==> src/rtl/serial_out_tx_if.sv <==
// Parallel-side and serial-side signals of the keypad serial transmitter.
// The producer (keypad encoder) uses the master view and the transmitter uses the slave view.
interface serial_out_tx_if #(
    parameter int DATA_W     = 4,
    parameter int FIFO_DEPTH = 4
) ();
    localparam int LVL_W = $clog2(FIFO_DEPTH) + 1;

    logic [DATA_W-1:0] msg_in;
    logic              msg_valid;
    logic              msg_ready;
    logic              kb_init;
    logic              serial_o;
    logic              busy;
    logic              status_send;
    logic [LVL_W-1:0]  fifo_level;

    modport master (
        output msg_in, msg_valid,
        input  msg_ready, kb_init, serial_o, busy, status_send, fifo_level
    );

    modport slave (
        input  msg_in, msg_valid,
        output msg_ready, kb_init, serial_o, busy, status_send, fifo_level
    );
endinterface

==> src/rtl/serial_out_tx.sv <==
// Keypad serial link transmitter: a small FIFO of key codes feeding a frame
// serializer. Each frame is one start cycle (kb_init), DATA_W data bits
// MSB-first on serial_o, then GAP_CYC forced idle cycles.
module serial_out_tx #(
    parameter int DATA_W     = 4,
    parameter int FIFO_DEPTH = 4,
    parameter int GAP_CYC    = 2
) (
    input  logic           clk,
    input  logic           reset,
    serial_out_tx_if.slave bus
);
    localparam int PTR_W = $clog2(FIFO_DEPTH);
    localparam int LVL_W = PTR_W + 1;
    localparam int CNT_W = $clog2(DATA_W + 1);
    localparam int GAP_W = $clog2(GAP_CYC + 1);

    typedef enum logic [1:0] {IDLE, START, DATA, GAP} state_t;

    state_t            state_reg, state_next;
    logic [DATA_W-1:0] shift_reg, shift_next;
    logic [CNT_W-1:0]  bit_cnt_reg, bit_cnt_next;
    logic [GAP_W-1:0]  gap_cnt_reg, gap_cnt_next;
    logic [PTR_W-1:0]  wr_ptr_reg, rd_ptr_reg;
    logic [LVL_W-1:0]  count_reg;
    logic              kb_init_reg, serial_o_reg, status_reg;
    logic              kb_init_next, serial_o_next, status_next;
    logic              fifo_full, fifo_empty, push, pop;

    logic [DATA_W-1:0] fifo_mem [FIFO_DEPTH];

    assign fifo_full  = (count_reg == LVL_W'(FIFO_DEPTH));
    assign fifo_empty = (count_reg == '0);
    // A full FIFO refuses writes even if the serializer pops on the same edge.
    assign push       = bus.msg_valid && !fifo_full;

    // FIFO storage: written on accepted push; head is read straight into the shift register on pop.
    always_ff @(posedge clk) begin
        if (push) begin
            fifo_mem[wr_ptr_reg] <= bus.msg_in;
        end
    end

    // FIFO pointers and occupancy; pointers wrap naturally since depth is a power of two.
    always_ff @(posedge clk or posedge reset) begin
        if (reset) begin
            wr_ptr_reg <= '0;
            rd_ptr_reg <= '0;
            count_reg  <= '0;
        end else begin
            if (push) wr_ptr_reg <= wr_ptr_reg + PTR_W'(1);
            if (pop)  rd_ptr_reg <= rd_ptr_reg + PTR_W'(1);
            count_reg <= count_reg + LVL_W'(push) - LVL_W'(pop);
        end
    end

    // Frame FSM next-state, shift/counter updates, and next values of the registered outputs.
    always_comb begin
        state_next   = state_reg;
        shift_next   = shift_reg;
        bit_cnt_next = bit_cnt_reg;
        gap_cnt_next = gap_cnt_reg;
        pop          = 1'b0;
        case (state_reg)
            IDLE: begin
                if (!fifo_empty) begin
                    pop        = 1'b1;
                    shift_next = fifo_mem[rd_ptr_reg];
                    state_next = START;
                end
            end
            START: begin
                state_next   = DATA;
                bit_cnt_next = CNT_W'(DATA_W - 1);
            end
            DATA: begin
                shift_next = shift_reg << 1;
                if (bit_cnt_reg == '0) begin
                    state_next   = GAP;
                    gap_cnt_next = GAP_W'(GAP_CYC - 1);
                end else begin
                    bit_cnt_next = bit_cnt_reg - CNT_W'(1);
                end
            end
            GAP: begin
                if (gap_cnt_reg == '0) begin
                    // Chain straight into the next frame so back-to-back frames
                    // are separated by exactly GAP_CYC idle cycles.
                    if (!fifo_empty) begin
                        pop        = 1'b1;
                        shift_next = fifo_mem[rd_ptr_reg];
                        state_next = START;
                    end else begin
                        state_next = IDLE;
                    end
                end else begin
                    gap_cnt_next = gap_cnt_reg - GAP_W'(1);
                end
            end
            default: state_next = IDLE;
        endcase
        // Outputs are computed from the next state so they line up with the state register.
        kb_init_next  = (state_next == START);
        serial_o_next = (state_next == DATA) && shift_next[DATA_W-1];
        status_next   = (state_reg == DATA) && (state_next == GAP);
    end

    // FSM state, datapath and registered outputs; reset abandons any frame in flight.
    always_ff @(posedge clk or posedge reset) begin
        if (reset) begin
            state_reg    <= IDLE;
            shift_reg    <= '0;
            bit_cnt_reg  <= '0;
            gap_cnt_reg  <= '0;
            kb_init_reg  <= 1'b0;
            serial_o_reg <= 1'b0;
            status_reg   <= 1'b0;
        end else begin
            state_reg    <= state_next;
            shift_reg    <= shift_next;
            bit_cnt_reg  <= bit_cnt_next;
            gap_cnt_reg  <= gap_cnt_next;
            kb_init_reg  <= kb_init_next;
            serial_o_reg <= serial_o_next;
            status_reg   <= status_next;
        end
    end

    assign bus.msg_ready   = !fifo_full;
    assign bus.kb_init     = kb_init_reg;
    assign bus.serial_o    = serial_o_reg;
    assign bus.status_send = status_reg;
    assign bus.busy        = (state_reg != IDLE) || !fifo_empty;
    assign bus.fifo_level  = count_reg;
endmodule

==> src/flat_wrapper.sv <==
// flat-port wrapper written by rule: the top's interface ports become plain ports
module serial_out_tx_flat 
#(
    parameter int DATA_W     = 4,
    parameter int FIFO_DEPTH = 4,
    parameter int GAP_CYC    = 2
)
  (clk, reset, bus_msg_in, bus_msg_valid, bus_msg_ready, bus_kb_init, bus_serial_o, bus_busy, bus_status_send, bus_fifo_level);
  serial_out_tx_if #(.DATA_W(DATA_W), .FIFO_DEPTH(FIFO_DEPTH)) bus_i ();
  input  logic clk;
  input  logic reset;
  input wire logic [$bits(bus_i.msg_in)-1:0] bus_msg_in;
  input wire logic [$bits(bus_i.msg_valid)-1:0] bus_msg_valid;
  output wire logic [$bits(bus_i.msg_ready)-1:0] bus_msg_ready;
  output wire logic [$bits(bus_i.kb_init)-1:0] bus_kb_init;
  output wire logic [$bits(bus_i.serial_o)-1:0] bus_serial_o;
  output wire logic [$bits(bus_i.busy)-1:0] bus_busy;
  output wire logic [$bits(bus_i.status_send)-1:0] bus_status_send;
  output wire logic [$bits(bus_i.fifo_level)-1:0] bus_fifo_level;
  assign bus_i.msg_in = bus_msg_in;
  assign bus_i.msg_valid = bus_msg_valid;
  assign bus_msg_ready = bus_i.msg_ready;
  assign bus_kb_init = bus_i.kb_init;
  assign bus_serial_o = bus_i.serial_o;
  assign bus_busy = bus_i.busy;
  assign bus_status_send = bus_i.status_send;
  assign bus_fifo_level = bus_i.fifo_level;
  serial_out_tx #(.DATA_W(DATA_W), .FIFO_DEPTH(FIFO_DEPTH), .GAP_CYC(GAP_CYC)) u_core (.clk(clk), .reset(reset), .bus(bus_i));
endmodule
==> config.mk <==
export PLATFORM = sky130hd
export DESIGN_NAME = serial_out_tx_flat
export DESIGN_NICKNAME = d
export VERILOG_FILES = /design/src/rtl/serial_out_tx_if.sv /design/src/rtl/serial_out_tx.sv /design/src/flat_wrapper.sv
export SDC_FILE = /design/constraint.sdc
export NUM_CORES = 1
export LEC_CHECK = 0
export BUFFER_PORTS_ARGS = -buffer_cell sky130_fd_sc_hd__buf_2
export CAP_MARGIN = 20
export CORE_ASPECT_RATIO = 0.9
export CORE_MARGIN = 5
export CORE_UTILIZATION = 40
export CTS_CLUSTER_DIAMETER = 40
export DETAILED_ROUTE_END_ITERATION = 16
export PLACE_DENSITY = 0.56
export SLEW_MARGIN = 25
export SYNTH_ARGS = -nofsm -noshare
export SYNTH_HDL_FRONTEND = slang
export SYNTH_SLANG_ARGS = --single-unit
==> constraint.sdc <==
create_clock -name clk -period 3.75 [get_ports clk]
set_clock_uncertainty 0.2 [all_clocks]
set_input_delay 0.75 -clock clk [delete_from_list [all_inputs] [get_ports clk]]
set_output_delay 0.75 -clock clk [all_outputs]
set_load 0.005 [all_outputs]
=== After elaboration in Yosys (flattened, before gate mapping) ===
Memories as Yosys holds them, arrays and structs flattened.
Index checks and enable logic that the tools add are counted.

* Bits in registers: 21
* Bits in writable memories: 16
* Input port bits: 7
* Output and inout bits: 8
* Memories kept: 1

{| class="wikitable"
|+ Memory list
! memory !! words !! width !! rd ports !! clocked after memory_dff !! write ports !! RTL line !! text
|-
| u_core.fifo_mem || 4 || 4 || 1 || 0 || 1 || serial_out_tx.sv:30 || <nowiki>logic [DATA_W-1:0] fifo_mem [FIFO_DEPTH];</nowiki>
|}

* Add/subtract/negate cells: 6
* Equal/unequal tests: 11
* Muxes and demuxes: 18
* Reduce and logical (&&, ||, !) cells: 17

{| class="wikitable"
|+ Operators by type and width
! cell !! number
|-
| one-hot mux 4 bit (3 select lines) || 1
|-
| two-way mux 2 bit || 5
|-
| equality test 2 bit (second input constant) || 4
|-
| two-way mux 4 bit || 2
|-
| one-hot mux 2 bit (4 select lines) || 1
|-
| zero test 3 bit || 2
|-
| one-hot mux 3 bit (2 select lines) || 1
|-
| nonzero test 2 bit || 3
|-
| two-way mux 1 bit || 5
|-
| adder 2 x 1 -> 2 bit (second input constant) || 2
|-
| equality test 2 x 1 -> 1 bit (second input constant) || 2
|-
| zero test 2 bit || 2
|-
| inequality test 2 x 1 -> 1 bit (second input constant) || 2
|-
| inequality test 2 bit (second input constant) || 2
|-
| one-hot mux 2 bit (2 select lines) || 1
|-
| AND reduction 2 bit || 2
|-
| adder 3 x 1 -> 3 bit || 1
|-
| equality test 3 bit (second input constant) || 1
|-
| logical AND 1 bit || 3
|-
| two-way mux 3 bit || 1
|-
| AND reduction 3 bit || 1
|-
| nonzero test 3 bit || 1
|-
| subtractor 3 x 1 -> 3 bit || 1
|-
| subtractor 3 x 1 -> 3 bit (second input constant) || 1
|-
| other kinds (4) || 5
|}

=== Longest topological paths before layout ===
* Depth in word-level cells: 6
* Depth in mapped cells: 10
* Depth with buffers taken out: 9

=== Least setup slack after synthesis ===
No wires, ideal clock.

* Path kind: flip-flop to flip-flop
* From: reg u_core.gap_cnt_reg[0]
* To: reg u_core.count_reg[2] (netlist: u_core.bus.fifo_level[2])
* Arrival time: 2,008 ps
* Data required time: 3,427 ps
* Slack: 1,420 ps
* Stages on the path, launching flop included: 11
* Path buffers: 1
* Clock period less this slack: 2,330 ps
* Cell sequence: dfrtp_1 > inv_1 > ha_1 > buf_2 > a21oi_1 > nor3_1 > ha_1 > inv_1 > ha_1 > fa_1 > xnor2_1

* Word-level cells in the longest chain between the ends: 4

{| class="wikitable"
|+ RTL lines
! element !! RTL line !! text
|-
| start, declared || serial_out_tx.sv:23 || <nowiki>logic [GAP_W-1:0] gap_cnt_reg, gap_cnt_next;</nowiki>
|-
| start signal, assigned || serial_out_tx.sv:122 || <nowiki>gap_cnt_reg <= gap_cnt_next;</nowiki>
|-
| zero test 2 bit || serial_out_tx.sv:86 || <nowiki>if (gap_cnt_reg == '0) begin</nowiki>
|-
| two-way mux 1 bit || serial_out_tx.sv:86 ||
|-
| one-hot mux 1 bit (2 select lines) || serial_out_tx.sv:64 || <nowiki>case (state_reg)</nowiki>
|-
| net u_core.pop || serial_out_tx.sv:28 || <nowiki>logic fifo_full, fifo_empty, push, pop;</nowiki>
|-
| subtractor 3 x 1 -> 3 bit || serial_out_tx.sv:53 || <nowiki>count_reg <= count_reg + LVL_W'(push) - LVL_W'(pop);</nowiki>
|-
| end signal, assigned || serial_out_tx.sv:53 ||
|-
| end, declared || serial_out_tx.sv:25 || <nowiki>logic [LVL_W-1:0] count_reg;</nowiki>
|}

The timed path passes the listed nets, and every way through them passes these cells.
A chain may end at the register's enable or synchronous reset.

=== Final worst setup path ===
* From: reg u_core.gap_cnt_reg[0]
* To: reg u_core.count_reg[1] (netlist: u_core.bus.fifo_level[1])

The elaborated chain is that of the path after synthesis.

==> flow_metrics.py <==
metrics = {
    "outcome": {
        "run_status": "complete, no violations",
    },
    "synthesis": {
        "async_flop_share_pct": 56.8,
        "synth_xor_area_share_pct": 2.44,
        "yosys_warnings": 0,
        "synth_seq_cells": 37,
        "synth.mux.area_fraction_pct": 6.20,
        "syn-num-nets": 160,
        "synth_edf_count": 16,
        "syn_avg_cell_area_um2": 13.0,
        "synthAdderAreaFrac_pct": 10.9,
        "synthDistinctLibCells": 44,
        "ys.flop_type": "dfrtp_1",
        "yosys.area_share.simple_pct": 9.89,
        "synth_area_um2": 1800,
        "yosysSeqAreaShare_pct": 56.0,
        "synth_top_family_by_area": "adder cells",
        "synth_compound_area_share_pct": 9.33,
        "synthCells": 138,
    },
    "grt": {
        "grt.total_usage_pct": 12.6,
        "grt_max_degree": 22,
        "grt_pass1_vias": 1215,
        "grt_pass1_wl_mm": 5.53,
        "grt_overflow": 0,
        "antenna_found_initial": 0,
    },
    "min_path": {
        "hold_depth": 1,
        "min_path_type": "reg -> reg",
    },
    "clocking": {
        "ctsHoldBuffers": 0,
        "htree_levels": 2,
        "clock_path_buffers": 2,
        "cts_tree": "done",
        "clock_sinks": 37,
        "cts_setup_buffers": 0,
        "clk_latency_ns": 0.29,
        "path_clk_slew_ns": 0.07,
        "cts_inserted_buffers": 5,
        "cts_root_buf": "clkbuf_8",
        "post_cts_resized": 0,
    },
    "sta": {
        "fin_tns_setup_ns": 0,
        "setup_viol": 0,
        "whs_ns": 0.280,
        "slew_headroom_pct": 47.0,
        "hold_violations": 0,
        "max_freq_ghz": 0.383,
        "worst_pin_slew_ns": 0.794,
        "rsz0062_at_grt": "no",
        "drv_slew": 0,
        "setup_slack_ns": 1.14,
        "period_share_pct": 69.6,
        "fin_crit_ns": 2.61,
    },
    "detailed_routing": {
        "drc": 0,
        "wl_met3_um": 111,
        "routed_wl_mm": 3.17,
        "first_iter_violations": 67,
        "vias": 1092,
        "drtAntennaViolNets": 0,
        "vias_per_cell": 4.99,
        "wl_per_cell_um": 14.5,
        "top_layer": "met4",
        "met1Wirelength_mm": 1.40,
        "dr.pass1.iters": 4,
        "route.met2.wl_mm": 1.60,
    },
    "cells_and_area": {
        "instances_no_fill": 219,
        "nets": 178,
        "fin_util_pct": 45.6,
        "fin_area_um2": 2010,
        "antennaDiodeCount": 0,
        "syn_to_final_growth_pct": 11.7,
        "final_layout_size_suffix_gt1_share_pct": 21.0,
        "largest_register_ffs": 16,
    },
    "place": {
        "hpwl_mm": 2.37,
        "placed_cell_area_um2": 1920,
        "dp.cells": 211,
        "place_ws_ns": 1.15,
        "portBuffers": 14,
        "gp_congestion": 0.752,
    },
    "worst_setup_path": {
        "cp-end-kind": "register",
        "path_class": "reg -> reg",
        "cp_max_fo": 9,
        "worstPathArrival_ns": 2.58,
        "r2r.worst_path.cells": 8,
        "crit_path_start_kind": "register",
        "critPathRequiredTime_ns": 3.72,
    },
    "floorplanning": {
        "start_util_pct": 40.8,
        "rows": 23,
        "die_y_um": 73.6,
        "core-area_um2": 4400,
        "ios": 15,
        "die_w_um": 80.6,
        "die_area_um2": 5930,
    },
    "pwr": {
        "power.static_leakage_nw": 0.895,
        "peakVddDrop_mv": 0.405,
        "power_mw": 1.67,
        "power.density_nw_per_um2": 832,
    },
    "flow_run": {
        "cap_violations": 0,
    },
}
==> cell usage after synthesis, types with 2 or more instances <==
cell | count | area [µm²]
dfrtp_1 | 21 | 526
inv_1 | 17 | 63.8
edfxtp_1 | 16 | 480
ha_1 | 14 | 175
nand2_1 | 11 | 41.3
and3_1 | 5 | 31.3
mux4_2 | 4 | 90.1
o21ai_0 | 4 | 20.0
a21oi_1 | 3 | 15.0
a22oi_1 | 3 | 22.5
xnor2_1 | 3 | 26.3
buf_6 | 2 | 22.5
nor3_1 | 2 | 10.0
nor4_1 | 2 | 12.5
xor2_1 | 2 | 17.5
==> critical path: stages, from the launching register on <==
cell,delay [ns]
dfrtp_1,0.41
inv_1,0.07
ha_1,0.34
a21oi_1,0.14
nor3_1,0.39
ha_1,0.31
inv_1,0.06
ha_1,0.16
fa_1,0.41
==> kinds of logic (layout without fill, tap and decap cells) <==
kind of cell	Yosys count	count (layout)
AO/OA/AOI/OAI	23	23
XOR/XNOR	5	5
adder cells (fa/ha/maj)	15	15
buffers and inverters	21	40
flip-flops	37	37
multiplexers	6	6
AND/OR/NAND/NOR	31	31
==> layer usage <==
metal	track usage, %	vias up
met1	14.5	552
li1	-	522
met5	0	-
met2	21.4	13
met3	3.55	5
met4	6.19	0
==> report_power, final <==
part           internal [mW]  switching [mW]  total (mW)
sequential             0.567           0.104       0.671
clock                  0.132           0.149       0.281
combinational          0.333           0.385       0.718
total                   1.03           0.638        1.67
==> worst paths after layout <==
kind / from / end / slack [ns]
max: u_core.gap_cnt_reg[0] / u_core.bus.fifo_level[1] / 1.14
min reg2reg: u_core.bit_cnt_reg[2] / u_core.bit_cnt_reg[2] / 0.28
max in group asynchronous: reset / u_core.bit_cnt_reg[0] / 2.46
min: u_core.bit_cnt_reg[2] / u_core.bit_cnt_reg[2] / 0.28
min in group asynchronous: reset / u_core.wr_ptr_reg[0] / 0.40
max reg2reg: u_core.gap_cnt_reg[0] / u_core.bus.fifo_level[1] / 1.14
==> placed cells by master (no fill, tap or decap), types with 2 or more instances in the layout <==
cell      instances
dfrtp_1          21
inv_1            17
edfxtp_1         16
ha_1             14
buf_2            14
nand2_1          11
and3_1            5
clkbuf_8          5
mux4_2            4
o21ai_0           4
a21oi_1           3
a22oi_1           3
xnor2_1           3
nor3_1            2
nor4_1            2
xor2_1            2
==> cell type report <==
cell class / instances / area (µm²)
fillers: 404 / 2400
well taps: 62 / 77.6
flip-flops and latches: 37 / 1010
clock buffers: 5 / 68.8
inverters: 18 / 67.6
repair buffers: 14 / 70.1
multi-input cells: 80 / 696
clock inverters: 3 / 21.3
Power figures use the tool's default switching activity.
